### config.mk
export PLATFORM = sky130hd
export DESIGN_NAME = dense_fc
export DESIGN_NICKNAME = d
export VERILOG_FILES = /design/src/rtl/dense_pkg.sv /design/src/rtl/dense_mac.sv /design/src/rtl/dense_fc.sv
export SDC_FILE = /design/constraint.sdc
export NUM_CORES = 1
export LEC_CHECK = 0
export CORE_AREA = 2 2 236 238
export CTS_CLUSTER_DIAMETER = 40
export DETAILED_ROUTE_END_ITERATION = 10
export DIE_AREA = 0 0 238 240
export GPL_TIMING_DRIVEN = 0
export MAX_ROUTING_LAYER = met4
export PLACE_DENSITY_LB_ADDON = 0.25
export RECOVER_POWER = 25
export SLEW_MARGIN = 10
export SYNTH_ARGS = -nofsm -noshare
export SYNTH_HDL_FRONTEND = slang
export SYNTH_SLANG_ARGS = --single-unit
### constraint.sdc
create_clock -name clk -period 15.6 [get_ports clk]
set_clock_uncertainty 0.2 [all_clocks]
set_input_delay 1.56 -clock clk [delete_from_list [all_inputs] [get_ports clk]]
set_output_delay 1.56 -clock clk [all_outputs]
set_load 0.02 [all_outputs]
### src/rtl/dense_pkg.sv
// Shared widths, FSM state encoding and the output shift/saturate helper for the dense layer.
package dense_pkg;

    localparam int DENSE_SIZE_1   = 11;
    localparam int DENSE_SIZE_2   = 22;
    localparam int DENSE_SIZE_3   = 33;
    localparam int DENSE_ADDR_PIX = 13;
    localparam int DENSE_ADDR_WEI = 16;
    localparam int DIM_W          = 10;

    typedef enum logic [2:0] {
        S_IDLE,
        S_READ,
        S_DRAIN,
        S_WRITE,
        S_DONE
    } state_t;

    localparam logic signed [DENSE_SIZE_3-1:0] SAT_MAX = DENSE_SIZE_3'((2 ** (DENSE_SIZE_1 - 1)) - 1);
    localparam logic signed [DENSE_SIZE_3-1:0] SAT_MIN = ~SAT_MAX;

    // Clamp an accumulator value into the signed output range; relu forces negatives to zero.
    function automatic logic signed [DENSE_SIZE_1-1:0] sat_relu(
        input logic signed [DENSE_SIZE_3-1:0] v,
        input logic                           relu
    );
        if (relu && v[DENSE_SIZE_3-1]) return '0;
        if (v > SAT_MAX) return SAT_MAX[DENSE_SIZE_1-1:0];
        if (v < SAT_MIN) return SAT_MIN[DENSE_SIZE_1-1:0];
        return v[DENSE_SIZE_1-1:0];
    endfunction

endpackage

### src/rtl/dense_mac.sv
// Multiply-accumulate datapath: registered product, accumulator, and the shifted/saturated output word.
module dense_mac
    import dense_pkg::*;
#(
    parameter int SIZE_1 = DENSE_SIZE_1,
    parameter int SIZE_2 = DENSE_SIZE_2,
    parameter int SIZE_3 = DENSE_SIZE_3,
    parameter int SHIFT  = 0,
    parameter int RELU   = 1
) (
    input  logic                     clk,
    input  logic                     rst,
    input  logic                     i_vld,
    input  logic signed [SIZE_1-1:0] i_qp,
    input  logic signed [SIZE_1-1:0] i_qw,
    input  logic                     i_clear,
    input  logic                     i_load,
    output logic signed [SIZE_1-1:0] o_dp
);

    logic                     r_vld_p1;
    logic                     r_vld_p2;
    logic signed [SIZE_2-1:0] r_prod_p2;
    logic signed [SIZE_3-1:0] r_acc_p3;
    logic signed [SIZE_1-1:0] r_dp;

    logic signed [SIZE_2-1:0] w_prod;
    logic signed [SIZE_3-1:0] w_prod_ext;
    logic signed [SIZE_3-1:0] w_addend;
    logic signed [SIZE_3-1:0] w_acc_next;
    logic signed [SIZE_3-1:0] w_shifted;

    assign w_prod     = SIZE_2'(i_qp) * SIZE_2'(i_qw);
    assign w_prod_ext = SIZE_3'(r_prod_p2);
    assign w_addend   = r_vld_p2 ? w_prod_ext : SIZE_3'(0);
    assign w_acc_next = r_acc_p3 + w_addend;
    assign w_shifted  = w_acc_next >>> SHIFT;

    // Clearing also flushes the valid pipeline so reads from an aborted run never leak into a new one.
    always_ff @(posedge clk or posedge rst) begin
        if (rst) begin
            r_vld_p1  <= 1'b0;
            r_vld_p2  <= 1'b0;
            r_prod_p2 <= '0;
            r_acc_p3  <= '0;
            r_dp      <= '0;
        end else begin
            // p1: memory data valid; p2: product registered; p3: accumulator updated
            r_vld_p1  <= i_vld & ~i_clear;
            r_vld_p2  <= r_vld_p1 & ~i_clear;
            r_prod_p2 <= w_prod;
            r_acc_p3  <= i_clear ? SIZE_3'(0) : w_acc_next;
            r_dp      <= i_load ? sat_relu(w_shifted, RELU != 0) : SIZE_1'(0);
        end
    end

    assign o_dp = r_dp;

endmodule

### src/rtl/dense_fc.sv
// Fully-connected layer controller: streams the input vector and weight rows, then writes one saturated result per row.
module dense_fc
    import dense_pkg::*;
#(
    parameter int SIZE_1           = DENSE_SIZE_1,
    parameter int SIZE_2           = DENSE_SIZE_2,
    parameter int SIZE_3           = DENSE_SIZE_3,
    parameter int SIZE_address_pix = DENSE_ADDR_PIX,
    parameter int SIZE_address_wei = DENSE_ADDR_WEI,
    parameter int SHIFT            = 0,
    parameter int RELU             = 1
) (
    input  logic                        clk,
    input  logic                        rst,
    input  logic                        dense_en,
    input  logic [SIZE_address_pix-1:0] memstartp,
    input  logic [SIZE_address_wei-1:0] memstartw,
    input  logic [SIZE_address_pix-1:0] memstartzap,
    input  logic [DIM_W-1:0]            in_dim,
    input  logic [DIM_W-1:0]            out_dim,
    output logic [SIZE_address_pix-1:0] read_addressp,
    output logic                        re,
    input  logic signed [SIZE_1-1:0]    qp,
    output logic [SIZE_address_wei-1:0] read_addressw,
    output logic                        re_w,
    input  logic signed [SIZE_1-1:0]    qw,
    output logic [SIZE_address_pix-1:0] write_addressp,
    output logic                        we,
    output logic signed [SIZE_1-1:0]    dp,
    output logic                        STOP
);

    state_t                      r_state;
    logic                        r_re;
    logic                        r_we;
    logic                        r_stop;
    logic                        r_drain;
    logic [SIZE_address_pix-1:0] r_raddrp;
    logic [SIZE_address_wei-1:0] r_raddrw;
    logic [SIZE_address_pix-1:0] r_waddr;
    logic [SIZE_address_pix-1:0] r_pbase;
    logic [SIZE_address_pix-1:0] r_zbase;
    logic [SIZE_address_wei-1:0] r_wptr;
    logic [DIM_W-1:0]            r_in_dim;
    logic [DIM_W-1:0]            r_out_dim;
    logic [DIM_W-1:0]            r_i;
    logic [DIM_W-1:0]            r_j;

    logic w_clear;
    logic w_load;

    assign w_clear = ((r_state == S_IDLE) && dense_en) || (r_state == S_WRITE);
    // The result is latched on the last drain cycle so dp lines up with we in WRITE.
    assign w_load  = (r_state == S_DRAIN) && r_drain && dense_en;

    // r_i counts reads already issued; r_wptr always points at the next weight to fetch.
    always_ff @(posedge clk or posedge rst) begin
        if (rst) begin
            r_state   <= S_IDLE;
            r_re      <= 1'b0;
            r_we      <= 1'b0;
            r_stop    <= 1'b0;
            r_drain   <= 1'b0;
            r_raddrp  <= '0;
            r_raddrw  <= '0;
            r_waddr   <= '0;
            r_pbase   <= '0;
            r_zbase   <= '0;
            r_wptr    <= '0;
            r_in_dim  <= '0;
            r_out_dim <= '0;
            r_i       <= '0;
            r_j       <= '0;
        end else if ((r_state != S_IDLE) && !dense_en) begin
            r_state  <= S_IDLE;
            r_re     <= 1'b0;
            r_we     <= 1'b0;
            r_stop   <= 1'b0;
            r_drain  <= 1'b0;
            r_raddrp <= '0;
            r_raddrw <= '0;
        end else begin
            case (r_state)
                S_IDLE: begin
                    if (dense_en) begin
                        r_pbase   <= memstartp;
                        r_zbase   <= memstartzap;
                        r_in_dim  <= in_dim;
                        r_out_dim <= out_dim;
                        r_j       <= '0;
                        r_drain   <= 1'b0;
                        r_wptr    <= memstartw;
                        if (out_dim == '0) begin
                            r_state <= S_DONE;
                            r_stop  <= 1'b1;
                        end else if (in_dim == '0) begin
                            r_state <= S_DRAIN;
                        end else begin
                            r_state  <= S_READ;
                            r_re     <= 1'b1;
                            r_raddrp <= memstartp;
                            r_raddrw <= memstartw;
                            r_wptr   <= memstartw + SIZE_address_wei'(1);
                            r_i      <= DIM_W'(1);
                        end
                    end
                end
                S_READ: begin
                    if (r_i == r_in_dim) begin
                        r_state <= S_DRAIN;
                        r_re    <= 1'b0;
                        r_drain <= 1'b0;
                    end else begin
                        r_raddrp <= r_pbase + SIZE_address_pix'(r_i);
                        r_raddrw <= r_wptr;
                        r_wptr   <= r_wptr + SIZE_address_wei'(1);
                        r_i      <= r_i + DIM_W'(1);
                    end
                end
                S_DRAIN: begin
                    if (!r_drain) begin
                        r_drain <= 1'b1;
                    end else begin
                        r_drain <= 1'b0;
                        r_state <= S_WRITE;
                        r_we    <= 1'b1;
                        r_waddr <= r_zbase + SIZE_address_pix'(r_j);
                    end
                end
                S_WRITE: begin
                    r_we <= 1'b0;
                    r_j  <= r_j + DIM_W'(1);
                    if ((r_j + DIM_W'(1)) == r_out_dim) begin
                        r_state <= S_DONE;
                        r_stop  <= 1'b1;
                    end else if (r_in_dim == '0) begin
                        r_state <= S_DRAIN;
                    end else begin
                        r_state  <= S_READ;
                        r_re     <= 1'b1;
                        r_raddrp <= r_pbase;
                        r_raddrw <= r_wptr;
                        r_wptr   <= r_wptr + SIZE_address_wei'(1);
                        r_i      <= DIM_W'(1);
                    end
                end
                S_DONE: begin
                    r_stop <= 1'b1;
                end
                default: begin
                    r_state <= S_IDLE;
                end
            endcase
        end
    end

    dense_mac #(
        .SIZE_1(SIZE_1),
        .SIZE_2(SIZE_2),
        .SIZE_3(SIZE_3),
        .SHIFT (SHIFT),
        .RELU  (RELU)
    ) u_mac (
        .clk    (clk),
        .rst    (rst),
        .i_vld  (r_re),
        .i_qp   (qp),
        .i_qw   (qw),
        .i_clear(w_clear),
        .i_load (w_load),
        .o_dp   (dp)
    );

    assign read_addressp  = r_raddrp;
    assign re             = r_re;
    assign read_addressw  = r_raddrw;
    assign re_w           = r_re;
    assign write_addressp = r_waddr;
    assign we             = r_we;
    assign STOP           = r_stop;

endmodule
==> summary.log <==
INFO  run_status     run_status=finished, violations left
INFO  sta            rsz0062_at_grt=false
INFO  sta            sum_of_negative_setup_slack=0ns
INFO  clocking       htree_num_levels=4
INFO  grt            antenna_found_initial=0
INFO  finish         final_nets=2266
INFO  floorplanning  pin_count=144
INFO  detailed_routing viasPerCell=4.84
INFO  detailed_routing number_of_nets_with_antenna_violations_after_routing=0
INFO  power_and_ir_drop peakVddDrop=0.131mV
INFO  setup_path     path_class=in -> async
INFO  floorplanning  fp.coreArea=54700um^2
INFO  detailed_routing vias=12946
INFO  grt            gr-total-overflow=0
INFO  clocking       post_cts_hold_buffer_count=0
INFO  setup_path     largest_driver_fanout_on_the_critical_path=110
INFO  run_status     violated_checks=max-capacitance violations, max-slew violations
INFO  clocking       clock_tree_from_tritoncts=yes
INFO  synth          async_sr_flop_fraction=1.00
INFO  clocking       clock_latency=0.48ns
INFO  grt            global_route_usage_sum=0.163
INFO  power_and_ir_drop power.density=182nW/um^2
INFO  setup_path     required_worst_endpoint=14.54ns
INFO  setup_path     worst_path_max_delay_cell=sky130_fd_sc_hd__clkbuf_1
INFO  sta            slew-limit-headroom=-3.00
INFO  clocking       cts_setup_buffers=0
INFO  synth          netlist-cell-type-count=68
INFO  synth          synth_warnings=0
INFO  sta            timing.final.max_slew_violations=202
INFO  run            max_cap_viol_count=2
INFO  finish         multi_input_area=10200um^2
INFO  synth          syn_avg_cell_area=9.07um^2
INFO  synth          post_synth_inst_count=1793
INFO  setup_path     path_cells=dlygate4sd3_1 -> clkinvlp_2 -> clkbuf_1
INFO  sta            timing_worst_slew_pin_value=6.00ns
INFO  finish         most-common-layout-cells=sky130_fd_sc_hd__inv_1, sky130_fd_sc_hd__dfrtp_1, sky130_fd_sc_hd__nand2_1, sky130_fd_sc_hd__clkdlybuf4s50_1, sky130_fd_sc_hd__o21ai_0
INFO  floorplanning  design.die.area=57100um^2
INFO  placed_design  place_congestion=0.877
INFO  synth          postSynthRegisterBits=199
INFO  synth          synth-edff-count=0
INFO  sta            holdWs=0.282ns
INFO  grt            grt_pass1_wl=71.5mm
INFO  grt            grt_pass1_vias=13364
INFO  setup_path     crit_arrival=8.81ns
INFO  sta            timing.final.crit_period=9.87ns
INFO  clocking       clk_pin_slew_worst_paths=0.08ns
INFO  detailed_routing route.detailed.drc=0
INFO  floorplanning  die_height=240um
INFO  floorplanning  rows=86
INFO  floorplanning  floorplan.initialDensity=0.297
INFO  clocking       clock_tree.root_cell=sky130_fd_sc_hd__clkbuf_16
INFO  setup_path     max_stage_delay=4.31ns
INFO  sta            fmax=101MHz
INFO  detailed_routing route.detailed.wl_per_inst=16.2um
INFO  synth          post_synth_instance_area=16300um^2
INFO  finish         antenna_cells=0
INFO  grt            maximum_number_of_pins_on_one_net_before_global_route_repair=111
INFO  detailed_routing detailedRoute.firstIterationViolations=738
INFO  sta            timing.final.hold_violations=0
INFO  finish         final_common_cell=sky130_fd_sc_hd__inv_1
INFO  finish         nFillCells=5641
INFO  detailed_routing firstDrtPassIters=7
INFO  sta            finalCritPeriodShare=0.633
INFO  finish         drive_gt1_frac=0.0482
INFO  setup_path     cp-start-kind=input pin
INFO  finish         ff_latch_area=4980um^2
INFO  placed_design  numPortBuffers=143
INFO  clocking       tritoncts.num_buffers=17
INFO  power_and_ir_drop cellLeakagePower=8.65nW
INFO  clocking       post_cts.resized_instances=0
INFO  placed_design  place_hpwl=34.3mm
INFO  synth          syn_nets=2103
INFO  finish         synthToLayoutAreaGrowth=17.8%
INFO  floorplanning  die_w=238um
INFO  synth          primary_flip_flop_cell_chosen_by_synthesis_mapping=sky130_fd_sc_hd__dfrtp_1
INFO  min_path       worstHoldPathType=reg -> reg
INFO  sta            count_of_final_setup_violators=0
INFO  clocking       max-clock-path-buffers=2
INFO  setup_path     critical_path.endpoint_type=async pin
INFO  synth          yosysSeqAreaShare=0.306
INFO  clocking       cts.sink_count=199
INFO  detailed_routing wl=43.2mm
state kept, by name (all words and copies together), names as in the netlist, 10 cells and up:
name / count
u_mac.r_acc_p3: 33
u_mac.r_prod_p2: 22
r_wptr: 16
read_addressw: 16
r_pbase: 13
r_zbase: 13
read_addressp: 13
write_addressp: 13
u_mac.o_dp: 11
r_i: 10
r_in_dim: 10
r_j: 10
r_out_dim: 10
area by class of cell:
class | instances | area share
plain buffers | 78 | 0.0157
clock buffers | 20 | 0.0238
clock inverters | 12 | 0.00666
inverters | 203 | 0.0398
multi-input cells | 1313 | 0.533
flip-flops and latches | 199 | 0.260
well taps | 704 | 0.0460
repair buffers | 144 | 0.0749
through the flow:
step                power (mW)  instances  utilization  setup slack (ns)  instance area, um^2
global placement          3.02       2640        0.340              5.28                18600
floorplan                 2.46       1793            -              8.41                16300
global route              3.87       2673        0.351              3.87                19200
finish                    3.49       2673        0.351              5.73                19200
CTS                       3.54       2673        0.351              7.81                19200
detailed placement        3.06       2641        0.340              7.26                18600
where the power goes:
| part | switching, mW | internal, mW |
|---|---|---|
| registers | 0.141 | 0.737 |
| logic | 1.22 | 0.938 |
| clock network | 0.227 | 0.221 |
| total | 1.59 | 1.90 |
cells by family (layout without fill, tap and decap cells):
group | count (synthesis) | in the layout | synth area share
AND/OR/NAND/NOR | 548 | 548 | 0.164
other | 1 | 1 | 0.000231
flip-flops | 199 | 199 | 0.306
adder cells (fa/ha/maj) | 223 | 223 | 0.227
multiplexers | 71 | 71 | 0.0473
AO/OA/AOI/OAI | 366 | 366 | 0.134
XOR/XNOR | 104 | 104 | 0.0560
buffers and inverters | 281 | 457 | 0.0654
cells in the mapped netlist (4+ instances only):
master,number,share of area
sky130_fd_sc_hd__nor4_1,12,0.0046
sky130_fd_sc_hd__fa_1,120,0.15
sky130_fd_sc_hd__o211ai_1,8,0.0037
sky130_fd_sc_hd__clkbuf_1,70,0.016
sky130_fd_sc_hd__or3_1,4,0.0015
sky130_fd_sc_hd__xnor2_1,62,0.033
sky130_fd_sc_hd__a21o_1,19,0.0088
sky130_fd_sc_hd__o31ai_1,12,0.0055
sky130_fd_sc_hd__o21bai_1,6,0.0028
sky130_fd_sc_hd__mux2i_1,24,0.015
sky130_fd_sc_hd__ha_1,103,0.079
sky130_fd_sc_hd__nand2_1,189,0.044
sky130_fd_sc_hd__a31oi_1,12,0.0046
sky130_fd_sc_hd__xor2_1,42,0.023
sky130_fd_sc_hd__o21ai_0,139,0.043
sky130_fd_sc_hd__and2_1,85,0.033
sky130_fd_sc_hd__and3_1,25,0.0096
sky130_fd_sc_hd__a21oi_1,97,0.030
sky130_fd_sc_hd__inv_1,202,0.047
sky130_fd_sc_hd__or4_1,5,0.0023
sky130_fd_sc_hd__dfrtp_1,199,0.31
sky130_fd_sc_hd__mux2_2,47,0.033
sky130_fd_sc_hd__o21a_1,14,0.0065
sky130_fd_sc_hd__o41ai_1,4,0.0022
sky130_fd_sc_hd__nand2b_1,16,0.0062
sky130_fd_sc_hd__nor2b_1,12,0.0046
sky130_fd_sc_hd__a211oi_1,10,0.0046
sky130_fd_sc_hd__nor2_1,111,0.026
sky130_fd_sc_hd__nand3_1,36,0.011
sky130_fd_sc_hd__or2_2,5,0.0019
sky130_fd_sc_hd__nand4_1,13,0.0050
sky130_fd_sc_hd__o311ai_0,4,0.0022
sky130_fd_sc_hd__o22ai_1,13,0.0050
sky130_fd_sc_hd__nor3_1,23,0.0071
layer usage:
metal	share of wire	wire (um)	track usage
met1	0.48	20700	0.212
met2	0.47	20100	0.259
met3	0.037	1600	0.0279
met4	0.019	822	0.0513
met5	0	0	-
worst paths after layout:
kind,start,slack [ns],to,cells past startpoint
max in group clk,qp[3],7.87,u_mac.r_prod_p2[21]$_DFF_PP0_,21
worst min-delay path,write_addressp[10]$_DFFE_PP0P_,0.28,write_addressp[10]$_DFFE_PP0P_,2
worst min register to register,write_addressp[10]$_DFFE_PP0P_,0.28,write_addressp[10]$_DFFE_PP0P_,2
min in group asynchronous,rst,2.48,we$_DFFE_PP0P_,2
worst max register to register,u_mac.r_vld_p2$_DFF_PP0_,10.96,u_mac.o_dp[7]$_DFF_PP0_,15
worst max-delay path,rst,5.73,u_mac.o_dp[10]$_DFF_PP0_,3
critical path: cells and delay by family:
kind,cells,cell delay [ns]
buf+inv,3,7.06
Note: power is estimated with default switching activity, not from simulation.
